<file path="src/rtl/dprintf_4_arbiter_if.sv">
// rtl/dprintf_4_arbiter_if.sv - requester/downstream signal bundle for dprintf_4_arbiter
// master drives requests and ack_out; slave is the arbiter.
interface dprintf_4_arbiter_if #(
  parameter int ID_W = 2
);
  localparam int NUM_REQ = 2 ** ID_W;

  logic [NUM_REQ-1:0]    req_in__valid;
  logic [16*NUM_REQ-1:0] req_in__address;
  logic [64*NUM_REQ-1:0] req_in__data_0;
  logic [64*NUM_REQ-1:0] req_in__data_1;
  logic [64*NUM_REQ-1:0] req_in__data_2;
  logic [64*NUM_REQ-1:0] req_in__data_3;
  logic [NUM_REQ-1:0]    req_in__ack;
  logic                  req_out__valid;
  logic [15:0]           req_out__address;
  logic [63:0]           req_out__data_0;
  logic [63:0]           req_out__data_1;
  logic [63:0]           req_out__data_2;
  logic [63:0]           req_out__data_3;
  logic                  ack_out;
  logic [ID_W-1:0]       grant_id;
  logic                  busy;

  modport master (
    output req_in__valid, req_in__address,
    output req_in__data_0, req_in__data_1, req_in__data_2, req_in__data_3,
    output ack_out,
    input  req_in__ack, req_out__valid, req_out__address,
    input  req_out__data_0, req_out__data_1, req_out__data_2, req_out__data_3,
    input  grant_id, busy
  );

  modport slave (
    input  req_in__valid, req_in__address,
    input  req_in__data_0, req_in__data_1, req_in__data_2, req_in__data_3,
    input  ack_out,
    output req_in__ack, req_out__valid, req_out__address,
    output req_out__data_0, req_out__data_1, req_out__data_2, req_out__data_3,
    output grant_id, busy
  );
endinterface

</file>
<file path="src/rtl/dprintf_4_arbiter.sv">
// rtl/dprintf_4_arbiter.sv - round-robin arbiter sharing one dprintf_4 request channel
// Define DPRINTF_ARB_PIPELINE_EN to capture the next winner on the ack_out edge (zero bubble).
module dprintf_4_arbiter #(
  parameter int ID_W = 2
) (
  input  logic               clk,
  input  logic               reset,
  dprintf_4_arbiter_if.slave bus
);
  localparam int NUM_REQ = 2 ** ID_W;

  typedef enum logic {IDLE, ISSUE} state_t;

  state_t             state_q, state_d;
  logic [ID_W-1:0]    last_grant_q, last_grant_d;
  logic [ID_W-1:0]    grant_id_q, grant_id_d;
  logic [NUM_REQ-1:0] ack_q, ack_d;
  logic [15:0]        addr_q, addr_d;
  logic [63:0]        data0_q, data0_d;
  logic [63:0]        data1_q, data1_d;
  logic [63:0]        data2_q, data2_d;
  logic [63:0]        data3_q, data3_d;

  logic [NUM_REQ-1:0] eligible;
  logic               win_found;
  logic [ID_W-1:0]    win_id;
  logic [ID_W-1:0]    cand;
  logic               capture;

  // A requester acked this cycle still shows valid; masking it prevents a double grant.
  always_comb begin
    eligible  = bus.req_in__valid & ~ack_q;
    win_found = 1'b0;
    win_id    = '0;
    cand      = '0;
    for (int k = 1; k <= NUM_REQ; k++) begin
      cand = last_grant_q + ID_W'(k);
      if (!win_found && eligible[cand]) begin
        win_found = 1'b1;
        win_id    = cand;
      end
    end
  end

  always_comb begin
    state_d      = state_q;
    last_grant_d = last_grant_q;
    grant_id_d   = grant_id_q;
    ack_d        = '0;
    addr_d       = addr_q;
    data0_d      = data0_q;
    data1_d      = data1_q;
    data2_d      = data2_q;
    data3_d      = data3_q;
    capture      = 1'b0;
    case (state_q)
      IDLE: capture = win_found;
      ISSUE: begin
        if (bus.ack_out) begin
`ifdef DPRINTF_ARB_PIPELINE_EN
          capture = win_found;
`else
          capture = 1'b0;
`endif
          if (!capture) state_d = IDLE;
        end
      end
    endcase
    if (capture) begin
      state_d      = ISSUE;
      last_grant_d = win_id;
      grant_id_d   = win_id;
      ack_d        = NUM_REQ'(1) << win_id;
      addr_d       = bus.req_in__address[16*win_id +: 16];
      data0_d      = bus.req_in__data_0[64*win_id +: 64];
      data1_d      = bus.req_in__data_1[64*win_id +: 64];
      data2_d      = bus.req_in__data_2[64*win_id +: 64];
      data3_d      = bus.req_in__data_3[64*win_id +: 64];
    end
  end

  // last_grant resets to NUM_REQ-1 so requester 0 is searched first.
  always_ff @(posedge clk) begin
    if (reset) begin
      state_q      <= IDLE;
      last_grant_q <= '1;
      grant_id_q   <= '0;
      ack_q        <= '0;
      addr_q       <= '0;
      data0_q      <= '0;
      data1_q      <= '0;
      data2_q      <= '0;
      data3_q      <= '0;
    end else begin
      state_q      <= state_d;
      last_grant_q <= last_grant_d;
      grant_id_q   <= grant_id_d;
      ack_q        <= ack_d;
      addr_q       <= addr_d;
      data0_q      <= data0_d;
      data1_q      <= data1_d;
      data2_q      <= data2_d;
      data3_q      <= data3_d;
    end
  end

  assign bus.req_in__ack      = ack_q;
  assign bus.req_out__valid   = (state_q == ISSUE);
  assign bus.busy             = (state_q == ISSUE);
  assign bus.req_out__address = addr_q;
  assign bus.req_out__data_0  = data0_q;
  assign bus.req_out__data_1  = data1_q;
  assign bus.req_out__data_2  = data2_q;
  assign bus.req_out__data_3  = data3_q;
  assign bus.grant_id         = grant_id_q;
endmodule

</file>
<file path="src/flat_wrapper.sv">
// flat-port wrapper written by rule: the top's interface ports become plain ports
module dprintf_4_arbiter_flat 
#(
  parameter int ID_W = 2
)
  (clk, reset, bus_req_in__valid, bus_req_in__address, bus_req_in__data_0, bus_req_in__data_1, bus_req_in__data_2, bus_req_in__data_3, bus_ack_out, bus_req_in__ack, bus_req_out__valid, bus_req_out__address, bus_req_out__data_0, bus_req_out__data_1, bus_req_out__data_2, bus_req_out__data_3, bus_grant_id, bus_busy);
  dprintf_4_arbiter_if #(.ID_W(ID_W)) bus_i ();
  input  logic clk;
  input  logic reset;
  input wire logic [$bits(bus_i.req_in__valid)-1:0] bus_req_in__valid;
  input wire logic [$bits(bus_i.req_in__address)-1:0] bus_req_in__address;
  input wire logic [$bits(bus_i.req_in__data_0)-1:0] bus_req_in__data_0;
  input wire logic [$bits(bus_i.req_in__data_1)-1:0] bus_req_in__data_1;
  input wire logic [$bits(bus_i.req_in__data_2)-1:0] bus_req_in__data_2;
  input wire logic [$bits(bus_i.req_in__data_3)-1:0] bus_req_in__data_3;
  input wire logic [$bits(bus_i.ack_out)-1:0] bus_ack_out;
  output wire logic [$bits(bus_i.req_in__ack)-1:0] bus_req_in__ack;
  output wire logic [$bits(bus_i.req_out__valid)-1:0] bus_req_out__valid;
  output wire logic [$bits(bus_i.req_out__address)-1:0] bus_req_out__address;
  output wire logic [$bits(bus_i.req_out__data_0)-1:0] bus_req_out__data_0;
  output wire logic [$bits(bus_i.req_out__data_1)-1:0] bus_req_out__data_1;
  output wire logic [$bits(bus_i.req_out__data_2)-1:0] bus_req_out__data_2;
  output wire logic [$bits(bus_i.req_out__data_3)-1:0] bus_req_out__data_3;
  output wire logic [$bits(bus_i.grant_id)-1:0] bus_grant_id;
  output wire logic [$bits(bus_i.busy)-1:0] bus_busy;
  assign bus_i.req_in__valid = bus_req_in__valid;
  assign bus_i.req_in__address = bus_req_in__address;
  assign bus_i.req_in__data_0 = bus_req_in__data_0;
  assign bus_i.req_in__data_1 = bus_req_in__data_1;
  assign bus_i.req_in__data_2 = bus_req_in__data_2;
  assign bus_i.req_in__data_3 = bus_req_in__data_3;
  assign bus_i.ack_out = bus_ack_out;
  assign bus_req_in__ack = bus_i.req_in__ack;
  assign bus_req_out__valid = bus_i.req_out__valid;
  assign bus_req_out__address = bus_i.req_out__address;
  assign bus_req_out__data_0 = bus_i.req_out__data_0;
  assign bus_req_out__data_1 = bus_i.req_out__data_1;
  assign bus_req_out__data_2 = bus_i.req_out__data_2;
  assign bus_req_out__data_3 = bus_i.req_out__data_3;
  assign bus_grant_id = bus_i.grant_id;
  assign bus_busy = bus_i.busy;
  dprintf_4_arbiter #(.ID_W(ID_W)) u_core (.clk(clk), .reset(reset), .bus(bus_i));
endmodule
</file>
<file path="config.mk">
export PLATFORM = sky130hd
export DESIGN_NAME = dprintf_4_arbiter_flat
export DESIGN_NICKNAME = d
export VERILOG_FILES = /design/src/rtl/dprintf_4_arbiter_if.sv /design/src/rtl/dprintf_4_arbiter.sv /design/src/flat_wrapper.sv
export SDC_FILE = /design/constraint.sdc
export NUM_CORES = 1
export LEC_CHECK = 0
export ABC_AREA = 1
export CORE_AREA = 4 4 536 538
export CTS_BUF_LIST = sky130_fd_sc_hd__clkbuf_16
export CTS_CLUSTER_DIAMETER = 40
export DETAILED_ROUTE_END_ITERATION = 6
export DIE_AREA = 0 0 540 542
export HOLD_SLACK_MARGIN = 0.03
export MAX_ROUTING_LAYER = met4
export PLACE_DENSITY_LB_ADDON = 0.05
export REMOVE_ABC_BUFFERS = 1
export SLEW_MARGIN = 40
export SYNTH_ARGS = -nofsm -noshare
export SYNTH_HDL_FRONTEND = slang
export SYNTH_SLANG_ARGS = --single-unit
</file>
<file path="constraint.sdc">
create_clock -name clk -period 2.3 [get_ports clk]
set_clock_uncertainty 0.1 [all_clocks]
set_input_delay 0.46 -clock clk [delete_from_list [all_inputs] [get_ports clk]]
set_output_delay 0.46 -clock clk [all_outputs]
set_load 0.1 [all_outputs]
</file>
==> impl_metrics.ini, run 1 <==
[finish]
fill_cells = 32632
number_of_nets_in_the_final_layout = 6933
flow.area_growth_from_synthesis_pct = 130
layout_cell_share_with_drive_strength_beyond_1_pct = 19.2
final_instance_area_um2 = 49900

[worst_setup_path]
timing.critical_path.from_type = flop
timing.critical_path.required_ns = 2.78
worst_setup_path_end_kind = flop
path_cells = buf_8, nand3_4, nand2_4, nand2_1, nand2_2, nand2_2, nand2_4, buf_6, nand2_8, nand2_8, buf_16, buf_12, clkinv_16, buf_12, buf_12, nand2_2, nand3_2, nand2_1, nor2_1
cp_slowest_cell = sky130_fd_sc_hd__dfxtp_4
critical_path_class = flop to flop
worst_ep_arrival_time_ns = 2.98
cp_max_stage_delay_ns = 0.38
timing.critical_path.fanout_max = 9

[routing]
routed_wire_length_per_instance_um = 23.1
drt-total-wl_um = 225000
post-route-drc-count = 0
dr_total_vias = 32307
dr.first_iter.drc_count = 1326
drt-pass1-iter-count = 5
ant_nets = 0
avgViaCountPerCell = 3.31

[die]
die_area_um2 = 293000
starting_density_of_the_core_pct = 7.69
row_count = 195
die_x_um = 540
io_pins = 1375
die_y_extent_um = 542
core_area_um2 = 282000

[sta]
finalSetupViolCount = 277
final-max-slew-violation-count = 0
fmaxAchievable_ghz = 0.401
final_hold_fails = 0
rsz0062_at_grt = yes
worstMarginPinSlew_ns = 0.412
setup_ws_ns = -0.197
timing.max_slew.rel_slack_pct = 72.5
final.period_utilization_pct = 109
post-route-min-period_ns = 2.50

[run]
timing.max_cap.violations = 0

[clock_tree]
clkTransAtPathRegs_ns = 0.04
tritoncts_num_sinks = 281
insertion_delay_ns = 0.69
max-clock-path-buffers = 3
cts_root_buf = sky130_fd_sc_hd__clkbuf_16
numCtsBuffers = 120
h-tree-depth = 3
clock_tree_from_tritoncts = built

[status]
violations = setup timing
run_status = complete, but fails checks

[synthesis]
synth_enable_flop_cells = 0
yosys.area.top_type_share_pct = 25.9
post_synth_design_cell_area_um2 = 21700
syn-instance-count = 4209
synth_seq_cells = 281
netlist_top_cells_count = 1228 x sky130_fd_sc_hd__nand2_1, 860 x sky130_fd_sc_hd__nand3_1, 808 x sky130_fd_sc_hd__nor2_1, 722 x sky130_fd_sc_hd__inv_1, 281 x sky130_fd_sc_hd__dfxtp_1
ys_async_rst_share_pct = 0
yosysTopAreaCell = sky130_fd_sc_hd__dfxtp_1
yosysUniqueCellTypes = 20
synthFlopType = sky130_fd_sc_hd__dfxtp_1
yosys.cell_count.top_type = sky130_fd_sc_hd__nand2_1
synth_warnings = 0
yosysSeqAreaShare_pct = 25.9
synth_top_cells_by_area = sky130_fd_sc_hd__dfxtp_1 26%, sky130_fd_sc_hd__nand2_1 21%, sky130_fd_sc_hd__nand3_1 20%
syn_avg_cell_area_um2 = 5.15

[placed_design]
globalplace.congestion = 0.785
dpl.hpwl_um = 174000
post_dp_cell_area_um2 = 41600
portBuffers = 1374

[power_and_ir_drop]
worst_ir_drop_vdd_mv = 1.05
powerDensity_nw_per_um2 = 2190
leakage_power_nw = 24.5
totalPowerFinal_w = 0.109

[grt]
grt_use_total_pct = 14.9
grt_max_degree = 35
grt_pass1_wl_um = 294000
grt_remaining_overflow = 0
initial_antenna_violation_count = 130
grt_pass1_vias = 33916

[worst_hold_path]
hold_class = input pin to flop
==> path summary, 6_finish.rpt <==
path,slack (ns),depth (start not counted),start,to
setup / recovery,-0.20,19,u_core.last_grant_q[0],u_core.bus.req_out__data_1[0]
hold / removal,0.25,5,bus_req_in__data_1[44],u_core.bus.req_out__data_1[44]
setup reg to reg,-0.20,19,u_core.last_grant_q[0],u_core.bus.req_out__data_1[0]
hold reg to reg,0.36,2,u_core.bus.grant_id[0],u_core.bus.grant_id[0]
==> placed cells by master, fill, tap and decap left out <==
master	netlist	routed
sky130_fd_sc_hd__nor2_2	1	13
sky130_fd_sc_hd__nand3_1	860	669
sky130_fd_sc_hd__nand2_8	0	3
sky130_fd_sc_hd__clkinv_16	0	5
sky130_fd_sc_hd__buf_8	0	22
sky130_fd_sc_hd__o21ai_1	1	1
sky130_fd_sc_hd__o21ai_0	1	1
sky130_fd_sc_hd__nor3_1	4	3
sky130_fd_sc_hd__clkinv_2	0	20
sky130_fd_sc_hd__buf_12	0	101
sky130_fd_sc_hd__dfxtp_1	281	278
sky130_fd_sc_hd__nand2_4	0	9
sky130_fd_sc_hd__dlygate4sd3_1	0	1
sky130_fd_sc_hd__clkbuf_16	0	135
sky130_fd_sc_hd__inv_1	722	754
sky130_fd_sc_hd__diode_2	0	89
sky130_fd_sc_hd__nor2_1	808	792
sky130_fd_sc_hd__clkinv_1	0	42
sky130_fd_sc_hd__dfxtp_2	0	1
sky130_fd_sc_hd__buf_4	3	449
sky130_fd_sc_hd__inv_2	6	2
sky130_fd_sc_hd__nand3_2	0	161
sky130_fd_sc_hd__dfxtp_4	0	2
sky130_fd_sc_hd__nand2_2	4	61
sky130_fd_sc_hd__nand3_4	0	30
sky130_fd_sc_hd__buf_16	0	55
sky130_fd_sc_hd__nor3_2	0	1
sky130_fd_sc_hd__o211ai_1	2	2
sky130_fd_sc_hd__nand4_1	2	2
sky130_fd_sc_hd__buf_6	0	46
sky130_fd_sc_hd__inv_6	0	2
sky130_fd_sc_hd__inv_8	0	1
sky130_fd_sc_hd__bufbuf_16	0	10
sky130_fd_sc_hd__inv_16	0	4
sky130_fd_sc_hd__bufinv_16	0	1
sky130_fd_sc_hd__clkdlybuf4s50_1	0	1093
sky130_fd_sc_hd__o21ai_4	0	1
sky130_fd_sc_hd__a21oi_1	1	1
sky130_fd_sc_hd__nand2_1	1228	1159
sky130_fd_sc_hd__nor2_4	1	5
==> critical path, delay by kind of cell, from the launching register on <==
| kind | cells | cell delay [ns] |
|---|---|---|
| and+or+nand+nor | 12 | 0.89 |
| DFF | 1 | 0.38 |
| buffers and inverters | 7 | 0.97 |
==> sequential cells by signal, summed over array words and instances (netlist names) <==
name                         flops
u_core.bus.req_out__data_2      64
u_core.bus.req_out__data_0      64
u_core.bus.req_out__data_1      64
u_core.bus.req_out__address     16
u_core.bus.req_in__ack           4
u_core.last_grant_q              2
u_core.bus.grant_id              2
u_core.bus.req_out__data_3      64
u_core.bus.busy                  1
==> repair_timing <==
action / in CTS / in global routing
endpoints found under the setup margin: 280 / 277
resized for setup: 300 / 210
hold endpoints to repair: 8 / 0
cloned: 40 / 15
hold buffers: 1 / 0
pin swaps: 45 / 72
setup buffers: 59 / 24
==> area by class of cell <==
class | instances | area (um^2) | area share, %
tap | 3743 | 4680 | 9.38
multi-input combinational | 2914 | 13600 | 27.2
timing repair buffer | 1792 | 19400 | 38.9
clock inverter | 102 | 567 | 1.14
timing repair inverter | 1 | 30.0 | 0.0602
sequential | 281 | 5630 | 11.3
antenna | 89 | 223 | 0.446
inverter | 728 | 2790 | 5.59
clock buffer | 120 | 3000 | 6.02
==> power breakdown <==
group	leakage (nW)	internal [W]	switching, W	total (W)
sequential	2.34	0.00704	0.00144	0.00848
clock	1.88	0.00933	0.00474	0.0141
combinational	20.3	0.0325	0.0543	0.0867
==> kinds of logic (layout without fill, tap and decap cells) <==
family | Yosys count | after routing | share of synthesized area [%]
and+or+nand+nor | 2908 | 2908 | 55.4
buffers and inverters | 1014 | 2743 | 18.4
DFF | 281 | 281 | 25.9
AOI/OAI and AO/OA | 6 | 6 | 0.179
other | 0 | 89 | 0
==> routing by layer <==
layer  vias to the layer above  global-route usage [%]  wire length [um]
met1                     14846                    16.9             93500
met2                      1104                    24.7            109000
met5                         -                       -                 0
met4                         0                    4.22              4480
met3                       273                    5.39             18200
li1                      16084                       -                 -
==> stage by stage <==
step	worst slack (ns)	util, %	hold slack (ns)	instances	setup TNS [ns]
after global placement	-1.07	14.8	0.363	9328	-230.84
final	-0.197	17.7	0.253	9770	-29.05
after global routing	-0.327	17.7	0.194	9763	-71.82
after CTS	-0.231	17.1	0.132	9647	-39.54
after detailed placement	-1.02	14.8	0.357	9328	-217.36
after floorplan	-11.61	-	0.429	3923	-2802.67
(Power assumes the default switching activity.)
==> run 2: changes to the inputs <==
--- a/config.mk
+++ b/config.mk
@@ -19,3 +19,4 @@
 export SYNTH_ARGS = -nofsm -noshare
 export SYNTH_HDL_FRONTEND = slang
 export SYNTH_SLANG_ARGS = --single-unit
+export TNS_END_PERCENT = 5
==> run 2 against run 1 <==
Against the previous run:
- the run still ends with setup timing left
- combinational power shrank 6.6%
- critical path depth is the same
- sequential cell count is the same
- power shrank 5.2%
- first-iteration DRC count shrank 1.5%
- critical path type unchanged
- critical endpoint is now u_core.bus.req_out__data_1[53]
- largest cell class unchanged
- largest power group unchanged
==> impl_metrics.ini, run 2 (same netlist as run 1, synthesis figures left out) <==
[status]
run_status = complete, but fails checks
violations = setup timing

[finish]
final_cell_utilization_of_the_core_pct = 17.2
fill_cells = 32688
layout_common_cells = 1148 x sky130_fd_sc_hd__nand2_1, 1093 x sky130_fd_sc_hd__clkdlybuf4s50_1, 798 x sky130_fd_sc_hd__nor2_1
layout_cell_share_with_drive_strength_beyond_1_pct = 17.8
flow.area_growth_from_synthesis_pct = 124
final_instance_area_um2 = 48600
multiInputGateArea_um2 = 13200
regArea_um2 = 5630
mostFrequentLayoutCell = sky130_fd_sc_hd__nand2_1
number_of_nets_in_the_final_layout = 6896

[sta]
final.period_utilization_pct = 108
worstMarginPinSlew_ns = 0.402
rsz0062_at_grt = yes
fmaxAchievable_ghz = 0.403
final-max-slew-violation-count = 0
finalSetupViolCount = 274
setup_ws_ns = -0.184
post-route-min-period_ns = 2.48
final_hold_fails = 0
timing.max_slew.rel_slack_pct = 73.2
setup_total_negative_slack_ns = -29.93

[worst_setup_path]
critical_path_class = flop to flop
r2r_cells = 19
timing.critical_path.from_type = flop
worst_ep_arrival_time_ns = 2.99
timing.critical_path.fanout_max = 6
timing.critical_path.required_ns = 2.80
worst_setup_path_end_kind = flop

[placed_design]
globalplace.congestion = 0.785
place_ws_ns = -1.02
dpl.hpwl_um = 174000
post_dp_cell_area_um2 = 41600
portBuffers = 1374

[routing]
post-route-drc-count = 0
ant_nets = 0
avgViaCountPerCell = 3.29
dr.first_iter.drc_count = 1306
routed_wire_length_per_instance_um = 22.7
drt-total-wl_um = 220000
dr_total_vias = 31920
drt-pass1-iter-count = 5

[worst_hold_path]
hold_class = input pin to flop
worst_hold_path.num_cells = 5

[clock_tree]
numCtsBuffers = 120
insertion_delay_ns = 0.69
h-tree-depth = 3
clock_tree_from_tritoncts = built
max-clock-path-buffers = 3
cts_root_buf = sky130_fd_sc_hd__clkbuf_16
tritoncts_num_sinks = 281
clkTransAtPathRegs_ns = 0.04

[die]
die_x_um = 540
row_count = 195
starting_density_of_the_core_pct = 7.69
core_area_um2 = 282000
io_pins = 1375
die_y_extent_um = 542
die_area_um2 = 293000

[power_and_ir_drop]
p_sw_share_pct = 56.3
power_frac_comb_pct = 78.2
share_seq_of_total_power_pct = 8.2
leakage_power_nw = 24.0
powerDensity_nw_per_um2 = 2130
clkPwrFrac_pct = 13.6
worst_ir_drop_vdd_mv = 0.901
power.switching_w = 0.0583
cellInternalPower_w = 0.0452
totalPowerFinal_w = 0.104

[grt]
grt_pass1_vias = 33468
grt_max_degree = 35
initial_antenna_violation_count = 120
grt_use_total_pct = 14.6
grt_pass1_wl_um = 289000
grt_remaining_overflow = 0

[run]
timing.max_cap.violations = 0
## run 2: cell types whose count changed in the layout (fill, tap and decap cells not counted), sizes merged
cell | previous run | this run
clkinv | 67 | 66
bufbuf | 10 | 2
diode | 89 | 66
buf | 673 | 641
inv | 763 | 765
clkbuf | 135 | 137
## run 2: through the flow
step                      hold slack, ns  instances
final                              0.252       9710
after global routing               0.195       9703
after CTS                          0.132       9599
after detailed placement           0.357       9328
after global placement             0.363       9328
after floorplan                    0.429       3923
## run 2: metal layers
layer	part of all wire, %	vias up	global-route usage (%)
met3	8.3	282	5.32
met2	49	1030	24.9
met1	41	14649	16.4
met5	0	-	-
met4	1.8	0	2.77
li1	-	15959	-
## run 2: final timing paths
kind | from | to | slack, ns
min reg2reg | u_core.bus.grant_id[0] | u_core.bus.grant_id[0] | 0.36
max reg2reg | u_core.last_grant_q[0] | u_core.bus.req_out__data_1[53] | -0.18
min | bus_req_in__data_1[44] | u_core.bus.req_out__data_1[44] | 0.25
max | u_core.last_grant_q[0] | u_core.bus.req_out__data_1[53] | -0.18
## run 2: final cells by class
class	instances	area share, %
Timing Repair Buffer	1754	38.1
Clock inverter	102	1.17
Timing Repair inverter	2	0.0643
Clock buffer	120	6.18
Antenna cell	66	0.340
Multi-Input combinational cell	2914	27.2
Tap cell	3743	9.63
Sequential cell	281	11.6
Inverter	728	5.73
## run 2: timing repair
item | in CTS | in global routing
hold buffers | 1 | 0
cloned | 16 | 20
pin swaps | 16 | 60
resized for setup | 222 | 188
endpoints found under the hold margin | 8 | 0
setup buffers | 34 | 27
setup endpoints to repair | 280 | 277
## run 2: power groups by stage
stage	logic (W)	registers, W	clock network (W)
CTS	0.0780	0.00858	0.0147
finish	0.0810	0.00849	0.0141
global route	0.0883	0.00875	0.0149
detailed placement	0.0703	0.00859	0
global placement	0.0707	0.00858	0
floorplan	0.0136	0.0238	0
## run 2: worst max-delay path, cell delays in order, from the launching register on
cell	delay, ns
sky130_fd_sc_hd__dfxtp_4	0.38
sky130_fd_sc_hd__buf_8	0.15
sky130_fd_sc_hd__nand3_4	0.11
sky130_fd_sc_hd__nand2_4	0.10
sky130_fd_sc_hd__nand2_1	0.05
sky130_fd_sc_hd__nand2_1	0.07
sky130_fd_sc_hd__nand2_2	0.06
sky130_fd_sc_hd__nand2_4	0.08
sky130_fd_sc_hd__buf_6	0.11
sky130_fd_sc_hd__nand2_8	0.08
sky130_fd_sc_hd__nand2_8	0.13
sky130_fd_sc_hd__buf_16	0.14
sky130_fd_sc_hd__clkbuf_16	0.18
sky130_fd_sc_hd__buf_8	0.14
sky130_fd_sc_hd__buf_6	0.14
sky130_fd_sc_hd__nand2_1	0.06
sky130_fd_sc_hd__nand3_1	0.08
sky130_fd_sc_hd__nand3_2	0.10
sky130_fd_sc_hd__nand2_1	0.07
sky130_fd_sc_hd__inv_1	0.03
==> run 3: changes to the inputs <==
--- a/config.mk
+++ b/config.mk
@@ -5,12 +5,11 @@
 export SDC_FILE = /design/constraint.sdc
 export NUM_CORES = 1
 export LEC_CHECK = 0
-export ABC_AREA = 1
-export CORE_AREA = 4 4 536 538
+export CORE_AREA = 4 4 532 534
 export CTS_BUF_LIST = sky130_fd_sc_hd__clkbuf_16
 export CTS_CLUSTER_DIAMETER = 40
 export DETAILED_ROUTE_END_ITERATION = 6
-export DIE_AREA = 0 0 540 542
+export DIE_AREA = 0 0 536 538
 export HOLD_SLACK_MARGIN = 0.03
 export MAX_ROUTING_LAYER = met4
 export PLACE_DENSITY_LB_ADDON = 0.05
==> run 3 against run 2 <==
Against the previous run:
- cell area shrank 9.9%
- register-to-register slack gained 0.08 ns
- via count shrank 34%
- wire length shrank 13%
- core utilization shrank 1.5 points
- the flow still finishes with violations (setup timing)
- critical path depth shrank 10
==> impl_metrics.ini, run 3 <==
[status]
run_status = complete, but fails checks
violations = setup timing

[placed_design]
dpl.hpwl_um = 160000
portBuffers = 1374
numPlacedInstances = 6798
globalplace.congestion = 0.764
post_dp_cell_area_um2 = 36900

[synthesis]
yosys.cell_count.top_type = sky130_fd_sc_hd__mux2i_1
yosysSeqAreaShare_pct = 33.2
yosysUniqueCellTypes = 32
ys_async_rst_share_pct = 0
yosys.area.top_type_share_pct = 33.2
synth_top_cells_by_area = sky130_fd_sc_hd__dfxtp_1 33%, sky130_fd_sc_hd__mux2i_1 32%, sky130_fd_sc_hd__a221oi_2 9.2%
synthFlopType = sky130_fd_sc_hd__dfxtp_1
synth_enable_flop_cells = 0
syn-instance-count = 1576
syn_avg_cell_area_um2 = 10.8
synth_warnings = 0
synth_seq_cells = 281
yosysTopAreaCell = sky130_fd_sc_hd__dfxtp_1
post_synth_design_cell_area_um2 = 16900
netlist_top_cells_count = 544 x sky130_fd_sc_hd__mux2i_1, 281 x sky130_fd_sc_hd__dfxtp_1, 147 x sky130_fd_sc_hd__nand2_1, 144 x sky130_fd_sc_hd__o221ai_1, 130 x sky130_fd_sc_hd__o21bai_1

[die]
die_y_extent_um = 538
io_pins = 1375
core_area_um2 = 278000
die_x_um = 536
starting_density_of_the_core_pct = 6.09
row_count = 194
die_area_um2 = 288000

[clock_tree]
tritoncts_num_sinks = 281
cts_root_buf = sky130_fd_sc_hd__clkbuf_16
clock_tree_from_tritoncts = built
insertion_delay_ns = 0.77
max-clock-path-buffers = 4
clkTransAtPathRegs_ns = 0.04
numCtsBuffers = 148
h-tree-depth = 4

[grt]
grt_pass1_wl_um = 242000
grt_pass1_vias = 23525
grt_use_total_pct = 13.1
initial_antenna_violation_count = 167
grt_max_degree = 113
grt_remaining_overflow = 0

[sta]
post-route-min-period_ns = 2.40
rsz0062_at_grt = yes
final.period_utilization_pct = 104
setup_ws_ns = -0.100
fmaxAchievable_ghz = 0.417
final-max-slew-violation-count = 0
setup_total_negative_slack_ns = -4.14
timing.max_slew.rel_slack_pct = 47.3
final_hold_fails = 0
finalSetupViolCount = 117
worstMarginPinSlew_ns = 0.790

[worst_setup_path]
timing.critical_path.fanout_max = 13
r2r_cells = 9
timing.critical_path.from_type = flop
ff_to_ff_end = u_core.bus.req_out__data_1[24]
worst_setup_path_startpoint = u_core.bus.req_in__ack[3]
critical_path_class = flop to flop
r2r_setup_slack_ns = -0.10
kind_of_cell_adding_the_most_delay_to_the_critical_path = buffers and inverters
timing.critical_path.required_ns = 2.83
path_cells = or3b_4, o211ai_2, a32o_4, buf_16, buf_12, buf_12, mux2i_2, buf_4, a221oi_2
cp_max_stage_delay_ns = 0.38
worst_setup_path_end_kind = flop
critical-path-top-cell-by-count = sky130_fd_sc_hd__buf_12
cp_slowest_cell = sky130_fd_sc_hd__or3b_4
crit_buf_inv = 4
regToRegStartpoint = u_core.bus.req_in__ack[3]
worst_ep_arrival_time_ns = 2.93

[finish]
final_instance_area_um2 = 43800
final_cell_utilization_of_the_core_pct = 15.7
fin_cells = 7157
mostFrequentLayoutCell = sky130_fd_sc_hd__clkdlybuf4s50_1
flow.area_growth_from_synthesis_pct = 158
layout_common_cells = 1093 x sky130_fd_sc_hd__clkdlybuf4s50_1, 438 x sky130_fd_sc_hd__buf_4, 376 x sky130_fd_sc_hd__mux2i_1
layout_cell_share_with_drive_strength_beyond_1_pct = 32.3
number_of_nets_in_the_final_layout = 4354

[routing]
post-route-drc-count = 0
ant_nets = 0
routed_wire_length_per_instance_um = 26.8
dr.first_iter.drc_count = 611
drt-pass1-iter-count = 5
drt-total-wl_um = 192000
avgViaCountPerCell = 2.95
dr_total_vias = 21084

[power_and_ir_drop]
leakage_power_nw = 17.2
worst_ir_drop_vdd_mv = 0.427
powerDensity_nw_per_um2 = 1010

[worst_hold_path]
hold_class = input pin to flop
worst_hold_startpoint = bus_req_in__data_2[36]
hold_end = u_core.bus.req_out__data_2[36]
worst_hold_path.num_cells = 3

[run]
timing.max_cap.violations = 0
==> run 3: cell types whose count changed after synthesis, sizes merged, moves of 130 or more <==
cell    delta
mux2i    +544
o21bai   +130
nand2   -1085
nand3    -860
inv      -726
o221ai   +144
nor2     -802
==> run 3: kinds of logic after synthesis <==
logic type / share of synthesized area, %
muxes: 32.1
AOI/OAI and AO/OA: 24.3
buffers and inverters: 6.36
and+or+nand+nor: 4.01
DFF: 33.2
==> run 3: final cells by class <==
class | instances | area [um^2]
antenna | 90 | 225
clock buffer | 151 | 3780
clock inverter | 83 | 382
fill | 31149 | 235000
inverter | 2 | 7.51
multi-input combinational | 1128 | 11700
sequential | 281 | 5640
tap | 3724 | 4660
timing repair buffer | 1698 | 17400
==> run 3: repair_timing <==
item                                    4_1_cts  5_1_grt
resized for setup                           294       95
endpoints found under the hold margin         2        0
endpoints found under the setup margin      261      262
hold buffers                                  1        0
buffers inserted                             27        3
gates cloned                                 11        1
pin swaps                                    34       26
==> run 3: metal layers <==
metal  part of all wire (%)  GRT usage [%]  wire (um)  vias to the layer above
li1                       -              -          -                     9821
met1                     35           12.6      67700                     9810
met2                     52           23.8      99800                     1147
met3                     11           6.11      20300                      306
met4                    2.1           2.53       4040                        0
met5                      0              -          0                        -
==> run 3: how the worst max path moves through the flow <==
stage                                     end  slack [ns]  cells past startpoint
2_1_floorplan   u_core.bus.req_out__data_3[6]      -20.12                      5
3_5_place_dp    u_core.bus.req_out__data_3[3]       -0.99                      9
6_report       u_core.bus.req_out__data_1[24]       -0.10                      9
3_3_place_gp    u_core.bus.req_out__data_3[3]       -0.99                      9
5_1_grt        u_core.bus.req_out__data_1[24]       -0.19                      9
4_1_cts        u_core.bus.req_out__data_1[58]       -0.15                      9
==> run 3: metrics by stage <==
step | total power [W] | setup WS [ns] | hold WS, ns
after floorplan | 0.0147 | -20.12 | 0.405
after global placement | 0.0263 | -0.988 | 0.345
after detailed placement | 0.0262 | -0.990 | 0.348
after CTS | 0.0452 | -0.149 | 0.166
after global routing | 0.0463 | -0.187 | 0.221
final | 0.0441 | -0.100 | 0.272
==> run 3: worst reg2reg max path, cell delays in order (launching register included) <==
cell and delay, ns:
sky130_fd_sc_hd__dfxtp_4 0.35, sky130_fd_sc_hd__or3b_4 0.38, sky130_fd_sc_hd__o211ai_2 0.08, sky130_fd_sc_hd__a32o_4 0.26
sky130_fd_sc_hd__buf_16 0.21, sky130_fd_sc_hd__buf_12 0.18, sky130_fd_sc_hd__buf_12 0.21, sky130_fd_sc_hd__mux2i_2 0.32
sky130_fd_sc_hd__buf_4 0.16, sky130_fd_sc_hd__a221oi_2 0.04
==> run 3: where the power goes <==
| group | switching (W) | internal (W) |
|---|---|---|
| Clock | 0.00496 | 0.0114 |
| Sequential | 0.000635 | 0.00584 |
| Combinational | 0.0132 | 0.00811 |
| Total | 0.0188 | 0.0254 |
